$ cat config.mk
export PLATFORM = sky130hd
export DESIGN_NAME = irq_ctrl_16
export DESIGN_NICKNAME = d
export VERILOG_FILES = /design/src/rtl/irq_pkg.sv /design/src/rtl/prio_enc_16.sv /design/src/rtl/irq_ctrl_16.sv
export SDC_FILE = /design/constraint.sdc
export NUM_CORES = 1
export LEC_CHECK = 0
export ABC_AREA = 1
export CORE_MARGIN = 1
export CORE_UTILIZATION = 48
export CTS_CLUSTER_DIAMETER = 100
export DETAILED_ROUTE_END_ITERATION = 8
export PLACE_DENSITY = 0.83
export SYNTH_ARGS = -nofsm -noshare
export SYNTH_HDL_FRONTEND = slang
export SYNTH_SLANG_ARGS = --single-unit
$ cat constraint.sdc
create_clock -name clk -period 2.8 [get_ports clk]
set_input_delay 0.56 -clock clk [delete_from_list [all_inputs] [get_ports clk]]
set_output_delay 0.56 -clock clk [all_outputs]
set_load 0.01 [all_outputs]
$ cat src/rtl/irq_pkg.sv
// Shared constants, state encoding and helpers for the 16-source interrupt controller.
package irq_pkg;

    localparam int N_SRC = 16;
    localparam int ID_W  = 4;

    localparam logic [N_SRC-1:0] MASK_RST    = 16'h0000;
    localparam logic [N_SRC-1:0] PENDING_RST = 16'h0000;

    typedef enum logic [0:0] {
        IDLE    = 1'b0,
        PRESENT = 1'b1
    } irq_state_e;

    function automatic logic [N_SRC-1:0] onehot_f(input logic [ID_W-1:0] id);
        onehot_f = {{(N_SRC-1){1'b0}}, 1'b1} << id;
    endfunction

endpackage

$ cat src/rtl/prio_enc_16.sv
// Combinational 16-to-4 priority encoder; the highest set index wins.
module prio_enc_16
    import irq_pkg::*;
(
    input  logic [N_SRC-1:0] vec_i,
    output logic [ID_W-1:0]  id_o,
    output logic             any_o
);

    // Ascending scan so that later (higher) indices overwrite lower ones.
    always_comb begin
        id_o  = {ID_W{1'b0}};
        any_o = 1'b0;
        for (int i = 0; i < N_SRC; i++) begin
            if (vec_i[i]) begin
                id_o  = ID_W'(i);
                any_o = 1'b1;
            end else begin
                id_o  = id_o;
                any_o = any_o;
            end
        end
    end

endmodule

$ cat src/rtl/irq_ctrl_16.sv
// Interrupt controller: edge capture into pending, masking, and a valid/ack
// handshake presenting the highest eligible source ID.
module irq_ctrl_16
    import irq_pkg::*;
(
    input  logic             clk,
    input  logic             rst,
    input  logic [N_SRC-1:0] req,
    input  logic             en,
    input  logic             mask_we,
    input  logic [N_SRC-1:0] mask_wdata,
    input  logic             irq_ack,
    output logic             irq_valid,
    output logic [ID_W-1:0]  irq_id,
    output logic [N_SRC-1:0] pending,
    output logic [N_SRC-1:0] mask,
    output logic             lost
);

    irq_state_e       state_q, state_d;
    logic [N_SRC-1:0] req_q;
    logic [N_SRC-1:0] pending_q, pending_d;
    logic [N_SRC-1:0] mask_q, mask_d;
    logic             lost_q, lost_d;
    logic [ID_W-1:0]  irq_id_q, irq_id_d;

    logic [N_SRC-1:0] rise_s;
    logic [N_SRC-1:0] clr_s;
    logic [N_SRC-1:0] elig_s;
    logic [ID_W-1:0]  top_s;
    logic             any_s;

    assign rise_s = req & ~req_q;
    assign elig_s = pending_q & mask_q;

    prio_enc_16 u_prio_enc (
        .vec_i (elig_s),
        .id_o  (top_s),
        .any_o (any_s)
    );

    // Handshake FSM; the presented ID is frozen until ack or disable.
    always_comb begin
        state_d  = state_q;
        irq_id_d = irq_id_q;
        clr_s    = {N_SRC{1'b0}};
        case (state_q)
            IDLE: begin
                if (en && any_s) begin
                    irq_id_d = top_s;
                    state_d  = PRESENT;
                end else begin
                    state_d  = IDLE;
                end
            end
            PRESENT: begin
                if (irq_ack) begin
                    clr_s   = onehot_f(irq_id_q);
                    state_d = IDLE;
                end else if (!en) begin
                    state_d = IDLE;
                end else begin
                    state_d = PRESENT;
                end
            end
            default: begin
                state_d = IDLE;
            end
        endcase
    end

    // Pending/mask/lost next state; a new edge beats a same-cycle clear.
    always_comb begin
        pending_d = (pending_q & ~clr_s) | rise_s;
        lost_d    = lost_q | (|(rise_s & pending_q & ~clr_s));
        if (mask_we) begin
            mask_d = mask_wdata;
        end else begin
            mask_d = mask_q;
        end
    end

    // State registers with synchronous reset.
    always_ff @(posedge clk) begin
        if (rst) begin
            state_q   <= IDLE;
            req_q     <= {N_SRC{1'b0}};
            pending_q <= PENDING_RST;
            mask_q    <= MASK_RST;
            lost_q    <= 1'b0;
            irq_id_q  <= {ID_W{1'b0}};
        end else begin
            state_q   <= state_d;
            req_q     <= req;
            pending_q <= pending_d;
            mask_q    <= mask_d;
            lost_q    <= lost_d;
            irq_id_q  <= irq_id_d;
        end
    end

    assign irq_valid = (state_q == PRESENT);
    assign irq_id    = irq_id_q;
    assign pending   = pending_q;
    assign mask      = mask_q;
    assign lost      = lost_q;

endmodule

==> run_results.csv, run 1 <==
group,metric,value,unit
detailed_routing,wl_per_cell,12.5,um
cells_and_area,antenna_cells,0,
critical_path,critical-path-top-delay-family,"buffers and inverters",
cells_and_area,final_util,70.4,%
min_path,min_path_type,"flip-flop to flip-flop",
sta,finalHoldViolCount,0,
synth,synth_top_cell_area_share,49.2,%
sta,setup_viol,0,
critical_path,ff2ff_path_depth,7,
power_and_ir_drop,ir_drop,0.000388,V
sta,finalCritPeriodShare,71.8,%
min_path,hold_depth,2,
critical_path,worstPathCellList,"clkdlybuf4s50_1",
critical_path,crit_slowest_cell,"clkdlybuf4s50_1",
synth,yosys.area_share.xor_xnor,0,%
synth,ys_ff_latch,54,
clocking,cts_setup_buffers,0,
critical_path,r2r_start,"irq_id[2]$_SDFFE_PP0P_",
global_route,grt_pass1_vias,1929,
clocking,path_clk_slew,0.11,ns
synth,netlist_instances,301,
die,io_pins,75,
place,gp_congestion,0.882,
die,die_area,4850,um2
cells_and_area,layout_commonest_cell,"clkdlybuf4s50_1",
synth,muxShareOfSynthArea,0,%
sta,finalCriticalPeriod,2.01,ns
global_route,grtUsageTotal,22.9,%
sta,maxSlewHeadroom,69.8,%
clocking,clockRootBuffer,"clkbuf_8",
sta,clock_skew,0.0155,ns
detailed_routing,vias,2141,
die,die_w,69.7,um
critical_path,crit_type,"flip-flop to output pin",
clocking,cts_sinks,54,
die,initial_core_util,50.1,%
clocking,cts_resized,0,
cells_and_area,areaGrowthSynthToFinish,40.4,%
die,core-area,4380,um2
power_and_ir_drop,p_leak,1.36,nW
power_and_ir_drop,power_density,538,nW/um2
critical_path,path_buf_inv,1,
cells_and_area,drive_above_1_share,8.71,%
die,die_y,69.7,um
clocking,cts_tree,"done",
critical_path,required,2.24,ns
sta,worst_pin_slew,0.453,ns
synth,synth-simple-area-share,29.7,%
place,dp_hpwl,4270,um
clocking,post_cts_hold_buffer_count,0,
synth,synth_fp_nets,338,
cells_and_area,layout_common_cells,"clkdlybuf4s50_1 (74), nand2_1 (61), nor2_1 (59)",
detailed_routing,via_per_inst,4.97,
detailed_routing,drt_pass1_iterations,4,
synth,synth_warnings,0,
clocking,cts_buffers,5,
detailed_routing,drc_errors,0,
clocking,clk_latency,0.32,ns
clocking,htree_levels,2,
synth,synthTopCellsByArea,"dfxtp_1 (49%), nand2_1 (10%), nor2_1 (10%)",
cells_and_area,fillers,375,
flow_run,maxCapViolCount,0,
die,num_rows,24,
synth,yosysTopAreaCell,"dfxtp_1",
sta,fmaxAchievable,498,MHz
global_route,grt_pass1_wl,8720,um
detailed_routing,ant_nets,0,
min_path,min_to,"pending[6]$_SDFF_PP0_",
detailed_routing,drtIter0Drc,150,
critical_path,rr_endpoint,"lost$_SDFF_PP0_",
global_route,grt_max_degree,23,
min_path,hold_start,"req_q[6]$_SDFF_PP0_",
status,status,"completed",
critical_path,startpoint_type,"flip-flop",
sta,tns,0,ns
detailed_routing,wirelength,5390,um
synth,ys_seq_area_share,49.2,%
synth,avgSynthCellArea,7.30,um2
sta,grt_setup_unrepaired,"no",
global_route,antenna_found_initial,0,
synth,syn_area,2200,um2
critical_path,worst_setup_path_end_kind,"output pin",
critical_path,worstPathArrival,1.45,ns
global_route,grt_overflow,0,
critical_path,slowest_delay,0.62,ns
cells_and_area,nets,415,
synth,synth_top_family_by_area,"simple AND/OR/NAND/NOR gates",
place,port_buffers,74,
synth,synth_cell_types,23,
synth,synthAdderAreaFrac,0,%
critical_path,r2r_slack,1.14,ns
critical_path,crit_fanout,8,
clocking,clockBufferDepth,2,
synth,synth_compound_area_share,14.3,%
sta,slew_violations,0,
registers in the layout, indices dropped and copies added (netlist names):
signal,cells
mask,16
req_q,16
lost,1
irq_id,4
irq_valid,1
pending,16
layer usage:
layer  vias up  track usage [%]  routed length, um
li1       1117                -                  -
met1       965             26.9               2430
met2        51             40.8               2650
met3         8             5.38                243
met4         0             7.56                 76
met5         -                0                  0
through the flow:
stage / total power [mW] / hold slack [ns] / std cells / setup slack (ns) / area, um2
floorplan: 1.05 / 0.470 / 301 / 1.32 / 2200
global placement: 1.23 / 0.486 / 423 / 0.653 / 3000
detailed placement: 1.24 / 0.495 / 423 / 0.569 / 3000
CTS: 1.66 / 0.508 / 431 / 0.800 / 3090
global route: 1.74 / 0.528 / 431 / 0.729 / 3090
finish: 1.66 / 0.503 / 431 / 0.791 / 3090
worst max path at each step:
stage / from / end / slack (ns) / cells after the start
floorplan: irq_ack / lost$_SDFF_PP0_ / 1.32 / 9
global placement: irq_ack / lost$_SDFF_PP0_ / 0.65 / 10
detailed placement: irq_ack / lost$_SDFF_PP0_ / 0.57 / 10
CTS: irq_id[2]$_SDFFE_PP0P_ / irq_id[2] / 0.80 / 1
global route: irq_id[2]$_SDFFE_PP0P_ / irq_id[2] / 0.73 / 1
finish: irq_id[2]$_SDFFE_PP0P_ / irq_id[2] / 0.79 / 1
cells in the mapped netlist:
cell,number
a211oi_1,2
a21oi_1,20
a31oi_1,2
clkbuf_1,7
dfxtp_1,54
inv_1,29
inv_2,4
nand2_1,61
nand3_1,6
nand3_2,1
nand4_1,2
nor2_1,59
nor3_1,4
nor3_2,2
nor3_4,1
nor4_2,1
o211ai_1,1
o21a_1,3
o21ai_0,21
o21ai_1,1
o21ai_2,1
o22ai_1,6
or2_2,13
kinds of logic (layout without fill, tap and decap cells):
group,after synthesis,after routing
and+or+nand+nor,150,150
AOI/OAI and AO/OA,57,57
DFF,54,54
buffers and inverters,40,118
cell type report:
cell class | instances | area (um2) | area share [%]
clock inverters | 2 | 13.8 | 0.446
clock buffers | 6 | 72.6 | 2.35
flip-flops and latches | 54 | 1080 | 35.0
inverters | 33 | 124 | 4.01
repair buffers | 77 | 763 | 24.7
well taps | 52 | 65.1 | 2.11
multi-input cells | 207 | 967 | 31.3
report_power, final:
group / internal, mW / switching (mW)
registers: 0.825 / 0.0535
clock network: 0.177 / 0.257
logic: 0.184 / 0.162
total: 1.19 / 0.473
No activity file was read; power rests on OpenSTA's default activity.
==> inputs of run 2 (changes only) <==
CORE_UTILIZATION = 40   (was 48)
PLACE_DENSITY = 0.74   (was 0.83)
clock period = 1.8 ns   (was 2.8 ns; I/O delays follow)
==> run_results.csv, run 2 (synthesized netlist as in run 1, its figures left out) <==
group,metric,value,unit
die,core-area,5200,um2
critical_path,rr_endpoint,"lost$_SDFF_PP0_",
power_and_ir_drop,p_total,2.70,mW
flow_run,maxCapViolCount,0,
critical_path,ff2ff_path_depth,9,
global_route,grtUsageTotal,19.2,%
clocking,cts_tree,"done",
min_path,hold_start,"irq_ack",
detailed_routing,via_per_inst,4.71,
sta,slew_violations,0,
detailed_routing,vias,2141,
power_and_ir_drop,ir_drop,0.000669,V
critical_path,worstPathCellList,"clkdlybuf4s50_1",
clocking,htree_levels,2,
cells_and_area,final_util,61.1,%
clocking,cts_buffers,5,
detailed_routing,drc_errors,0,
detailed_routing,wl_per_cell,11.6,um
cells_and_area,drive_above_1_share,10.6,%
detailed_routing,wirelength,5290,um
critical_path,worstPathArrival,1.36,ns
critical_path,crit_fanout,6,
critical_path,r2r_slack,0.19,ns
sta,fmaxAchievable,580,MHz
place,dpl-instance-area,3070,um2
clocking,path_clk_slew,0.09,ns
cells_and_area,areaGrowthSynthToFinish,44.7,%
min_path,min_to,"irq_valid$_SDFF_PP0_",
min_path,hold_depth,4,
global_route,grt_overflow,0,
global_route,grt_pass1_vias,2039,
sta,worst_pin_slew,0.439,ns
cells_and_area,antenna_cells,0,
power_and_ir_drop,power_density,849,nW/um2
critical_path,path_buf_inv,1,
sta,finalCritPeriodShare,95.8,%
global_route,grt_max_degree,36,
cells_and_area,layout_common_cells,"clkdlybuf4s50_1 (73), nand2_1 (61), nor2_1 (59)",
die,die_w,76.1,um
die,die_area,5800,um2
min_path,min_path_type,"input port to flip-flop",
die,initial_core_util,42.2,%
clocking,clk_latency,0.31,ns
sta,finalCriticalPeriod,1.72,ns
detailed_routing,drt_pass1_iterations,4,
critical_path,slowest_delay,0.59,ns
critical_path,worst_setup_path_end_kind,"output pin",
die,die_y,76.1,um
detailed_routing,drtIter0Drc,92,
die,io_pins,75,
power_and_ir_drop,p_leak,1.41,nW
die,num_rows,26,
place,dp_hpwl,4110,um
sta,maxSlewHeadroom,70.7,%
critical_path,r2r_start,"irq_id[0]$_SDFFE_PP0P_",
critical_path,crit_slowest_cell,"clkdlybuf4s50_1",
sta,grt_setup_unrepaired,"no",
critical_path,cp-startpoint,"irq_id[0]$_SDFFE_PP0P_",
global_route,grt_pass1_wl,9060,um
sta,clock_skew,0.00656,ns
place,gp_congestion,0.914,
place,port_buffers,74,
critical_path,required,1.44,ns
clocking,cts_setup_buffers,0,
critical_path,critical-path-top-delay-family,"buffers and inverters",
cells_and_area,fin_area,3180,um2
global_route,antenna_found_initial,0,
status,status,"completed",
clocking,clockRootBuffer,"clkbuf_8",
cells_and_area,layout_commonest_cell,"clkdlybuf4s50_1",
critical_path,startpoint_type,"flip-flop",
critical_path,crit_type,"flip-flop to output pin",
cells_and_area,nets,421,
cells_and_area,fillers,486,
clocking,clockBufferDepth,2,
sta,setup_viol,0,
detailed_routing,ant_nets,0,
clocking,cts_sinks,54,
sta,finalHoldViolCount,0,
run 2: cell types whose count changed in the layout (fill, tap and decap cells not counted), sizes merged:
cell           previous run  this run
dlymetal6s2s              0         1
clkdlybuf4s50            74        73
clkbuf                    6         7
bufinv                    0         1
buf                       3         9
clkinv                    2         0
run 2: cell type report:
class                      instances  area, um2  share of cell area (%)
tap                               70       87.6                    2.75
clock inverter                     1       30.0                   0.944
sequential                        54       1080                    34.0
inverter                          33        124                    3.89
clock buffer                       7       76.3                    2.40
multi-input combinational        207        971                    30.5
timing repair buffer              83        811                    25.5
run 2: what timing repair did:
action,in CTS,in global routing
endpoints found under the setup margin,0,2
hold buffers,0,0
resized for setup,0,4
run 2: power breakdown:
group	internal, mW	switching [mW]
logic	0.298	0.250
registers	1.28	0.0863
clock network	0.416	0.367
run 2: through the flow:
step | cells | TNS [ns] | setup slack, ns | hold WS (ns)
final | 455 | 0 | 0.0763 | 0.428
after global routing | 455 | 0 | 0.0359 | 0.462
after CTS | 455 | 0 | 0.0412 | 0.509
after detailed placement | 447 | -0.176 | -0.176 | 0.495
after global placement | 447 | -0.0998 | -0.0998 | 0.490
after floorplan | 301 | 0 | 0.374 | 0.467
run 2: worst max-delay path by stage:
stage / endpoint / slack (ns) / cells after the start
floorplan: lost$_SDFF_PP0_ / 0.37 / 9
global placement: lost$_SDFF_PP0_ / -0.1 / 10
detailed placement: lost$_SDFF_PP0_ / -0.18 / 10
CTS: irq_id[2] / 0.04 / 1
global route: irq_id[0] / 0.04 / 1
finish: irq_id[0] / 0.08 / 1
run 2: per-layer routing:
metal  part of all wire [%]  global-route usage, %  routed length (um)  vias up
met5                      0                      0                   0        -
met4                    1.1                   5.96                  58        0
met3                    5.6                   4.19                 298        8
met2                     48                   32.2                2530       57
met1                     45                   24.5                2400      949
li1                       -                      -                   -     1127
